### src/rtl/serv_wb_arbiter_pkg.sv
// Shared types for the three-way Wishbone arbiter: grant and state encodings,
// plus the timeout counter width helper.
package serv_wb_arbiter_pkg;

  // Which master currently owns the shared port.
  typedef enum logic [1:0] {
    GNT_NONE = 2'd0,
    GNT_IBUS = 2'd1,
    GNT_DBUS = 2'd2,
    GNT_EXT  = 2'd3
  } gnt_e;

  typedef enum logic {
    ST_IDLE = 1'b0,
    ST_BUSY = 1'b1
  } state_e;

  // Byte enables presented for instruction fetches (always full-word reads).
  localparam logic [3:0] IBUS_SEL = 4'b1111;

  // Width needed to count up to the timeout limit; at least one bit.
  function automatic int unsigned cnt_width(input int unsigned limit);
    return (limit == 0) ? 1 : $clog2(limit + 1);
  endfunction

endpackage

### src/rtl/serv_wb_arb_timer.sv
// Saturating transaction timer: counts busy cycles without ack and flags when
// the programmed limit is reached. A limit of zero never flags.
module serv_wb_arb_timer
  import serv_wb_arbiter_pkg::*;
#(
  parameter int unsigned TIMEOUT = 255
) (
  input  logic i_clk,
  input  logic i_rst,
  input  logic i_clr,
  input  logic i_en,
  output logic o_hit
);

  localparam int unsigned W = cnt_width(TIMEOUT);
  localparam logic [W-1:0] LIMIT = W'(TIMEOUT);

  logic [W-1:0] r_cnt;

  // Counter clears while idle and stops at the limit rather than wrapping.
  always_ff @(posedge i_clk) begin
    if (i_rst || i_clr) begin
      r_cnt <= '0;
    end else if (i_en && (r_cnt != LIMIT)) begin
      r_cnt <= r_cnt + W'(1);
    end
  end

  assign o_hit = (TIMEOUT != 0) && (r_cnt == LIMIT);

endmodule

### src/rtl/serv_wb_arbiter.sv
// Registered three-way Wishbone classic arbiter sharing one memory port between
// the core instruction bus, the core data bus and an external master.
module serv_wb_arbiter
  import serv_wb_arbiter_pkg::*;
#(
  parameter int unsigned TIMEOUT = 255
) (
  input  logic        i_clk,
  input  logic        i_rst,
  input  logic [31:0] i_ibus_adr,
  input  logic        i_ibus_cyc,
  output logic [31:0] o_ibus_rdt,
  output logic        o_ibus_ack,
  input  logic [31:0] i_dbus_adr,
  input  logic [31:0] i_dbus_dat,
  input  logic [3:0]  i_dbus_sel,
  input  logic        i_dbus_we,
  input  logic        i_dbus_cyc,
  output logic [31:0] o_dbus_rdt,
  output logic        o_dbus_ack,
  input  logic [31:0] i_ext_adr,
  input  logic [31:0] i_ext_dat,
  input  logic [3:0]  i_ext_sel,
  input  logic        i_ext_we,
  input  logic        i_ext_cyc,
  output logic [31:0] o_ext_rdt,
  output logic        o_ext_ack,
  output logic        o_ext_err,
  output logic [31:0] o_wb_adr,
  output logic [31:0] o_wb_dat,
  output logic [3:0]  o_wb_sel,
  output logic        o_wb_we,
  output logic        o_wb_cyc,
  input  logic [31:0] i_wb_rdt,
  input  logic        i_wb_ack,
  output logic        o_timeout
);

  state_e r_state, w_state_nxt;
  gnt_e   r_grant, w_grant_nxt;
  logic   r_last_ext, w_last_ext_nxt;
  logic   r_timeout, w_timeout_nxt;

  logic   w_busy;
  logic   w_gnt_cyc;
  logic   w_active;
  logic   w_done;
  logic   w_to;
  logic   w_hit;
  logic   w_core_req;
  logic   w_any_req;
  gnt_e   w_core_gnt;
  gnt_e   w_winner;

  assign w_busy = (r_state == ST_BUSY);

  serv_wb_arb_timer #(
    .TIMEOUT (TIMEOUT)
  ) u_timer (
    .i_clk (i_clk),
    .i_rst (i_rst),
    .i_clr (!w_busy),
    .i_en  (w_busy && !i_wb_ack),
    .o_hit (w_hit)
  );

  // State register: FSM state, grant, fairness bit and sticky timeout flag.
  always_ff @(posedge i_clk) begin
    if (i_rst) begin
      r_state    <= ST_IDLE;
      r_grant    <= GNT_NONE;
      r_last_ext <= 1'b0;
      r_timeout  <= 1'b0;
    end else begin
      r_state    <= w_state_nxt;
      r_grant    <= w_grant_nxt;
      r_last_ext <= w_last_ext_nxt;
      r_timeout  <= w_timeout_nxt;
    end
  end

  // Round-robin pick between the core (dbus before ibus) and the external master.
  always_comb begin
    w_core_req = i_ibus_cyc | i_dbus_cyc;
    w_core_gnt = i_dbus_cyc ? GNT_DBUS : GNT_IBUS;
    w_any_req  = w_core_req | i_ext_cyc;
    if (w_core_req && i_ext_cyc) begin
      w_winner = r_last_ext ? w_core_gnt : GNT_EXT;
    end else if (i_ext_cyc) begin
      w_winner = GNT_EXT;
    end else begin
      w_winner = w_core_gnt;
    end
  end

  // Shared-port request mux; follows the registered grant only, so it is stable
  // for the whole transaction.
  always_comb begin
    o_wb_adr  = '0;
    o_wb_dat  = '0;
    o_wb_sel  = '0;
    o_wb_we   = 1'b0;
    w_gnt_cyc = 1'b0;
    unique case (r_grant)
      GNT_IBUS: begin
        o_wb_adr  = i_ibus_adr;
        o_wb_sel  = IBUS_SEL;
        w_gnt_cyc = i_ibus_cyc;
      end
      GNT_DBUS: begin
        o_wb_adr  = i_dbus_adr;
        o_wb_dat  = i_dbus_dat;
        o_wb_sel  = i_dbus_sel;
        o_wb_we   = i_dbus_we;
        w_gnt_cyc = i_dbus_cyc;
      end
      GNT_EXT: begin
        o_wb_adr  = i_ext_adr;
        o_wb_dat  = i_ext_dat;
        o_wb_sel  = i_ext_sel;
        o_wb_we   = i_ext_we;
        w_gnt_cyc = i_ext_cyc;
      end
      GNT_NONE: begin
        o_wb_adr = '0;
      end
      default: begin
        o_wb_adr = '0;
      end
    endcase
  end

  // Transaction status; a real ack always beats a coincident timeout.
  always_comb begin
    w_active = w_busy && w_gnt_cyc;
    w_done   = w_active && i_wb_ack;
    w_to     = w_active && w_hit && !i_wb_ack;
  end

  // Next-state: grant on any request in idle, release on ack, timeout or abort.
  always_comb begin
    w_state_nxt    = r_state;
    w_grant_nxt    = r_grant;
    w_last_ext_nxt = r_last_ext;
    w_timeout_nxt  = r_timeout | w_to;
    unique case (r_state)
      ST_IDLE: begin
        if (w_any_req) begin
          w_state_nxt    = ST_BUSY;
          w_grant_nxt    = w_winner;
          w_last_ext_nxt = (w_winner == GNT_EXT);
        end
      end
      ST_BUSY: begin
        if (!w_gnt_cyc || i_wb_ack || w_to) begin
          w_state_nxt = ST_IDLE;
          w_grant_nxt = GNT_NONE;
        end
      end
      default: begin
        w_state_nxt = ST_IDLE;
        w_grant_nxt = GNT_NONE;
      end
    endcase
  end

  // Response routing: only the granted master sees ack/err/rdt.
  always_comb begin
    o_wb_cyc   = w_active;
    o_ibus_ack = (r_grant == GNT_IBUS) && (w_done || w_to);
    o_dbus_ack = (r_grant == GNT_DBUS) && (w_done || w_to);
    o_ext_ack  = (r_grant == GNT_EXT) && w_done;
    o_ext_err  = (r_grant == GNT_EXT) && w_to;
    o_ibus_rdt = ((r_grant == GNT_IBUS) && w_done) ? i_wb_rdt : '0;
    o_dbus_rdt = ((r_grant == GNT_DBUS) && w_done) ? i_wb_rdt : '0;
    o_ext_rdt  = ((r_grant == GNT_EXT) && w_done) ? i_wb_rdt : '0;
  end

  assign o_timeout = r_timeout;

endmodule

### config.mk
export PLATFORM = sky130hd
export DESIGN_NAME = serv_wb_arbiter
export DESIGN_NICKNAME = d
export VERILOG_FILES = /design/src/rtl/serv_wb_arbiter_pkg.sv /design/src/rtl/serv_wb_arb_timer.sv /design/src/rtl/serv_wb_arbiter.sv
export SDC_FILE = /design/constraint.sdc
export NUM_CORES = 1
export LEC_CHECK = 0
export ABC_CLOCK_PERIOD_IN_PS = 1800
export CORE_AREA = 2 2 147 149
export DETAILED_ROUTE_END_ITERATION = 8
export DIE_AREA = 0 0 149 151
export GPL_TIMING_DRIVEN = 0
export SLEW_MARGIN = 30
export SYNTH_ARGS = -nofsm -noshare
export SYNTH_HDL_FRONTEND = slang
export SYNTH_SLANG_ARGS = --single-unit
### constraint.sdc
create_clock -name i_clk -period 1.8 [get_ports i_clk]
set_input_delay 0.27 -clock i_clk [delete_from_list [all_inputs] [get_ports i_clk]]
set_output_delay 0.27 -clock i_clk [all_outputs]
set_load 0.03 [all_outputs]
==> out/metrics.yaml, run 1 <==
routed_wire_length_per_instance_um: 16.5
critical_path_peak_fanout: 5
cts-buffers-inserted: 3
die_area_um2: 22500
starting_density_of_the_core_pct: 12.8
antenna-diode-count: 0
synthDominantAreaCellType: "sky130_fd_sc_hd__mux2i_1"
core_um2: 20800
postSynthCellCount: 393
clockBufferDepth: 2
cap_viol_max_count: 0
cts.root.buffer_cell: "sky130_fd_sc_hd__clkbuf_16"
rsz0062_at_grt: "true"
max_slew.worst_pin.slew_ns: 0.470
largest_net_degree_at_the_start_of_global_routing: 11
area_of_all_sequential_standard_cells_um2: 272
final.min_clock_period_ns: 1.91
layout-area-overhead-vs-synth_pct: 186
worst-endpoint-required_ns: 1.53
first_pass_grt_wire_length_um: 24500
synth.lib_cells_used.distinct: 48
yosysWarnings: 0
grt_antenna_before_repair: 0
numClockSinks: 13
holdCritPathClass: "input port to flip-flop"
vias_per_cell: 4.06
failed_checks: "negative setup slack"
multiInputGateArea_um2: 2540
layout_setup_ws_ns: -0.112
h-tree-depth: 1
post_layout_nonfiller_instances: 1081
worstSetupEndpointType: "output pin"
synth_commonest_cells: "96 x sky130_fd_sc_hd__and2_1, 68 x sky130_fd_sc_hd__mux2i_1, 44 x sky130_fd_sc_hd__nor2_1, 42 x sky130_fd_sc_hd__nand2_1, 34 x sky130_fd_sc_hd__o21ai_0"
worst_setup_path_start_kind: "flip-flop"
final_nets: 1016
outcome: "finished with violations"
drt-total-wl_um: 17900
synth_most_common_cell: "sky130_fd_sc_hd__and2_1"
timing.final.max_slew_violations: 0
final_setup_violation_count: 71
overflow: 0
site_rows: 53
synth_top_area_share_pct: 25.4
report.power.total_mw: 2.62
worstPathArrival_ns: 1.64
final.setup_skew_ns: 0.000990
route.detailed.drc: 0
placed_cells_incl_taps: 1045
finalHoldViolCount: 0
cts.clk_slew.worst_paths_ns: 0.05
syn-mean-instance-area_um2: 6.81
syn_nets: 602
vdd.ir_drop.worst_uv: 283
antenna_violating_nets_post_route: 0
post_synthesis_register_bit_count: 13
achievable_clock_frequency_mhz: 523
detailedPlacementHpwl_um: 14500
cts_tree: "done"
reg2reg_slack_ns: 0.45
sequential_cell_area_fraction_in_the_yosys_report_pct: 9.73
num-fill-cells: 2191
io_buffers: 377
drt_iter0_markers: 179
finalWeightedCongestion: 0.775
power_density_nw_per_um2: 342
postSynth.asyncResetShare_pct: 0
io_pins: 379
synthFlopType: "sky130_fd_sc_hd__dfxtp_1"
fp.dieH_um: 151
grtUsageTotal_pct: 14.0
max_slew_margin_pct: 68.7
synthesis.area_um2: 2680
first_global_vias: 4165
vias: 4388
final_min_period_over_clock_period_pct: 106
edff_count_synth: 0
critical_path_class: "flip-flop to output pin"
leakage_nw: 3.29
floorplan.die.width_um: 149
layout-drive-gt1-share_pct: 40.9
cts-hold-fix-buffers: 0
clk_latency_worst_skew_pair_ns: 0.25
drt_pre_antenna_iters: 4
cell_types_with_the_largest_area_share_after_synthesis: "sky130_fd_sc_hd__mux2i_1 25%, sky130_fd_sc_hd__and2_1 22%, sky130_fd_sc_hd__dfxtp_1 9.7%"
-- what timing repair did --
action | CTS | global route
endpoints found under the setup margin | 170 | 166
resized for setup | 957 | 353
gates cloned | 4 | 2
buffers inserted | 19 | 10
pin swaps | 17 | 10
-- kinds of logic (layout without fill, tap and decap cells) --
logic type / after synthesis / count (layout) / share of synthesized area (%)
mux: 69 / 69 / 25.9
compound gates: 62 / 62 / 14.3
buf+inv: 35 / 448 / 6.97
simple gates: 213 / 213 / 42.7
fa+ha+maj: 1 / 1 / 0.468
flops: 13 / 13 / 9.73
-- metal layers --
metal / vias up / wire [um] / share of wire, % / track usage, %
li1: 2174 / - / - / -
met1: 1993 / 6960 / 39 / 17.2
met2: 210 / 9300 / 52 / 25.5
met3: 11 / 1440 / 8.0 / 3.37
met4: 0 / 178 / 1.0 / 1.57
met5: - / 0 / 0 / 0
-- power by group --
part           switching, mW  total (mW)  internal [mW]
Clock                  0.134       0.434          0.300
Sequential            0.0110       0.310          0.299
Combinational          0.913        1.88          0.962
Total                   1.06        2.62           1.56
-- stage by stage --
stage	setup TNS (ns)	hold slack [ns]	area [um^2]	utilization, %	setup slack (ns)
2_1_floorplan	-0.226	0.392	2690	-	-0.113
3_5_place_dp	-137.88	0.452	6810	32.7	-1.13
6_report	-4.72	0.448	7660	36.8	-0.112
4_1_cts	-12.73	0.445	7290	35.0	-0.202
3_3_place_gp	-137.54	0.449	6810	32.7	-1.11
5_1_grt	-11.43	0.493	7660	36.8	-0.178
-- area by class of cell --
| type | count | area share, % |
|---|---|---|
| multi-input combinational | 345 | 33.2 |
| buffer | 30 | 5.21 |
| timing repair buffer | 411 | 52.4 |
| inverter | 3 | 0.196 |
| sequential | 13 | 3.55 |
| tap | 275 | 4.49 |
| clock buffer | 4 | 1.03 |
-- final timing paths --
| check | start | endpoint | cells after the start |
|---|---|---|---|
| max | r_grant[1]$_SDFFE_PP0P_ | o_dbus_rdt[11] | 8 |
| min | i_rst | r_last_ext$_SDFFE_PP0P_ | 2 |
| max reg2reg | u_timer.r_cnt[0]$_SDFFE_PP0P_ | u_timer.r_cnt[1]$_SDFFE_PP0P_ | 6 |
| min reg2reg | o_timeout$_SDFF_PP0_ | o_timeout$_SDFF_PP0_ | 2 |
-- registers in the layout, summed over array words and instances, names as in the netlist --
| register | flops |
|---|---|
| o_timeout | 1 |
| r_state | 1 |
| u_timer.r_cnt | 8 |
| r_last_ext | 1 |
| r_grant | 2 |
-- critical path, cell delays in order, from the launching register on --
cell and delay [ns]:
sky130_fd_sc_hd__dfxtp_4 0.36, sky130_fd_sc_hd__buf_6 0.12, sky130_fd_sc_hd__nand2_4 0.05, sky130_fd_sc_hd__nor3_4 0.22, sky130_fd_sc_hd__buf_12 0.14, sky130_fd_sc_hd__buf_8 0.11
sky130_fd_sc_hd__clkbuf_16 0.13, sky130_fd_sc_hd__and2_4 0.14, sky130_fd_sc_hd__buf_6 0.12
-- cell usage in the layout (no fill, tap or decap), types with 3 or more instances in the layout --
cell / count
sky130_fd_sc_hd__a21oi_1: 7
sky130_fd_sc_hd__and2_1: 46
sky130_fd_sc_hd__and2_4: 50
sky130_fd_sc_hd__buf_12: 15
sky130_fd_sc_hd__buf_2: 20
sky130_fd_sc_hd__buf_4: 87
sky130_fd_sc_hd__buf_6: 87
sky130_fd_sc_hd__buf_8: 5
sky130_fd_sc_hd__clkbuf_1: 3
sky130_fd_sc_hd__clkbuf_16: 5
sky130_fd_sc_hd__clkbuf_4: 7
sky130_fd_sc_hd__clkbuf_8: 5
sky130_fd_sc_hd__clkdlybuf4s50_1: 203
sky130_fd_sc_hd__dfxtp_1: 8
sky130_fd_sc_hd__dfxtp_2: 3
sky130_fd_sc_hd__mux2i_1: 57
sky130_fd_sc_hd__mux2i_2: 9
sky130_fd_sc_hd__nand2_1: 40
sky130_fd_sc_hd__nand2b_1: 5
sky130_fd_sc_hd__nor2_1: 38
sky130_fd_sc_hd__nor2_2: 6
sky130_fd_sc_hd__nor2b_1: 3
sky130_fd_sc_hd__nor3_1: 3
sky130_fd_sc_hd__o21ai_0: 3
sky130_fd_sc_hd__o21ai_1: 28
sky130_fd_sc_hd__o21ai_2: 3
sky130_fd_sc_hd__o31ai_1: 3
(Power assumes the default switching activity.)
==> run 2, diff against run 1 <==
--- a/config.mk
+++ b/config.mk
@@ -10,7 +10,7 @@
 export DETAILED_ROUTE_END_ITERATION = 8
 export DIE_AREA = 0 0 149 151
 export GPL_TIMING_DRIVEN = 0
-export SLEW_MARGIN = 30
+export SLEW_MARGIN = 20
 export SYNTH_ARGS = -nofsm -noshare
 export SYNTH_HDL_FRONTEND = slang
 export SYNTH_SLANG_ARGS = --single-unit
==> results of run 2 <==
Same layout as run 1: the final DEF is identical, and so are final timing and power.
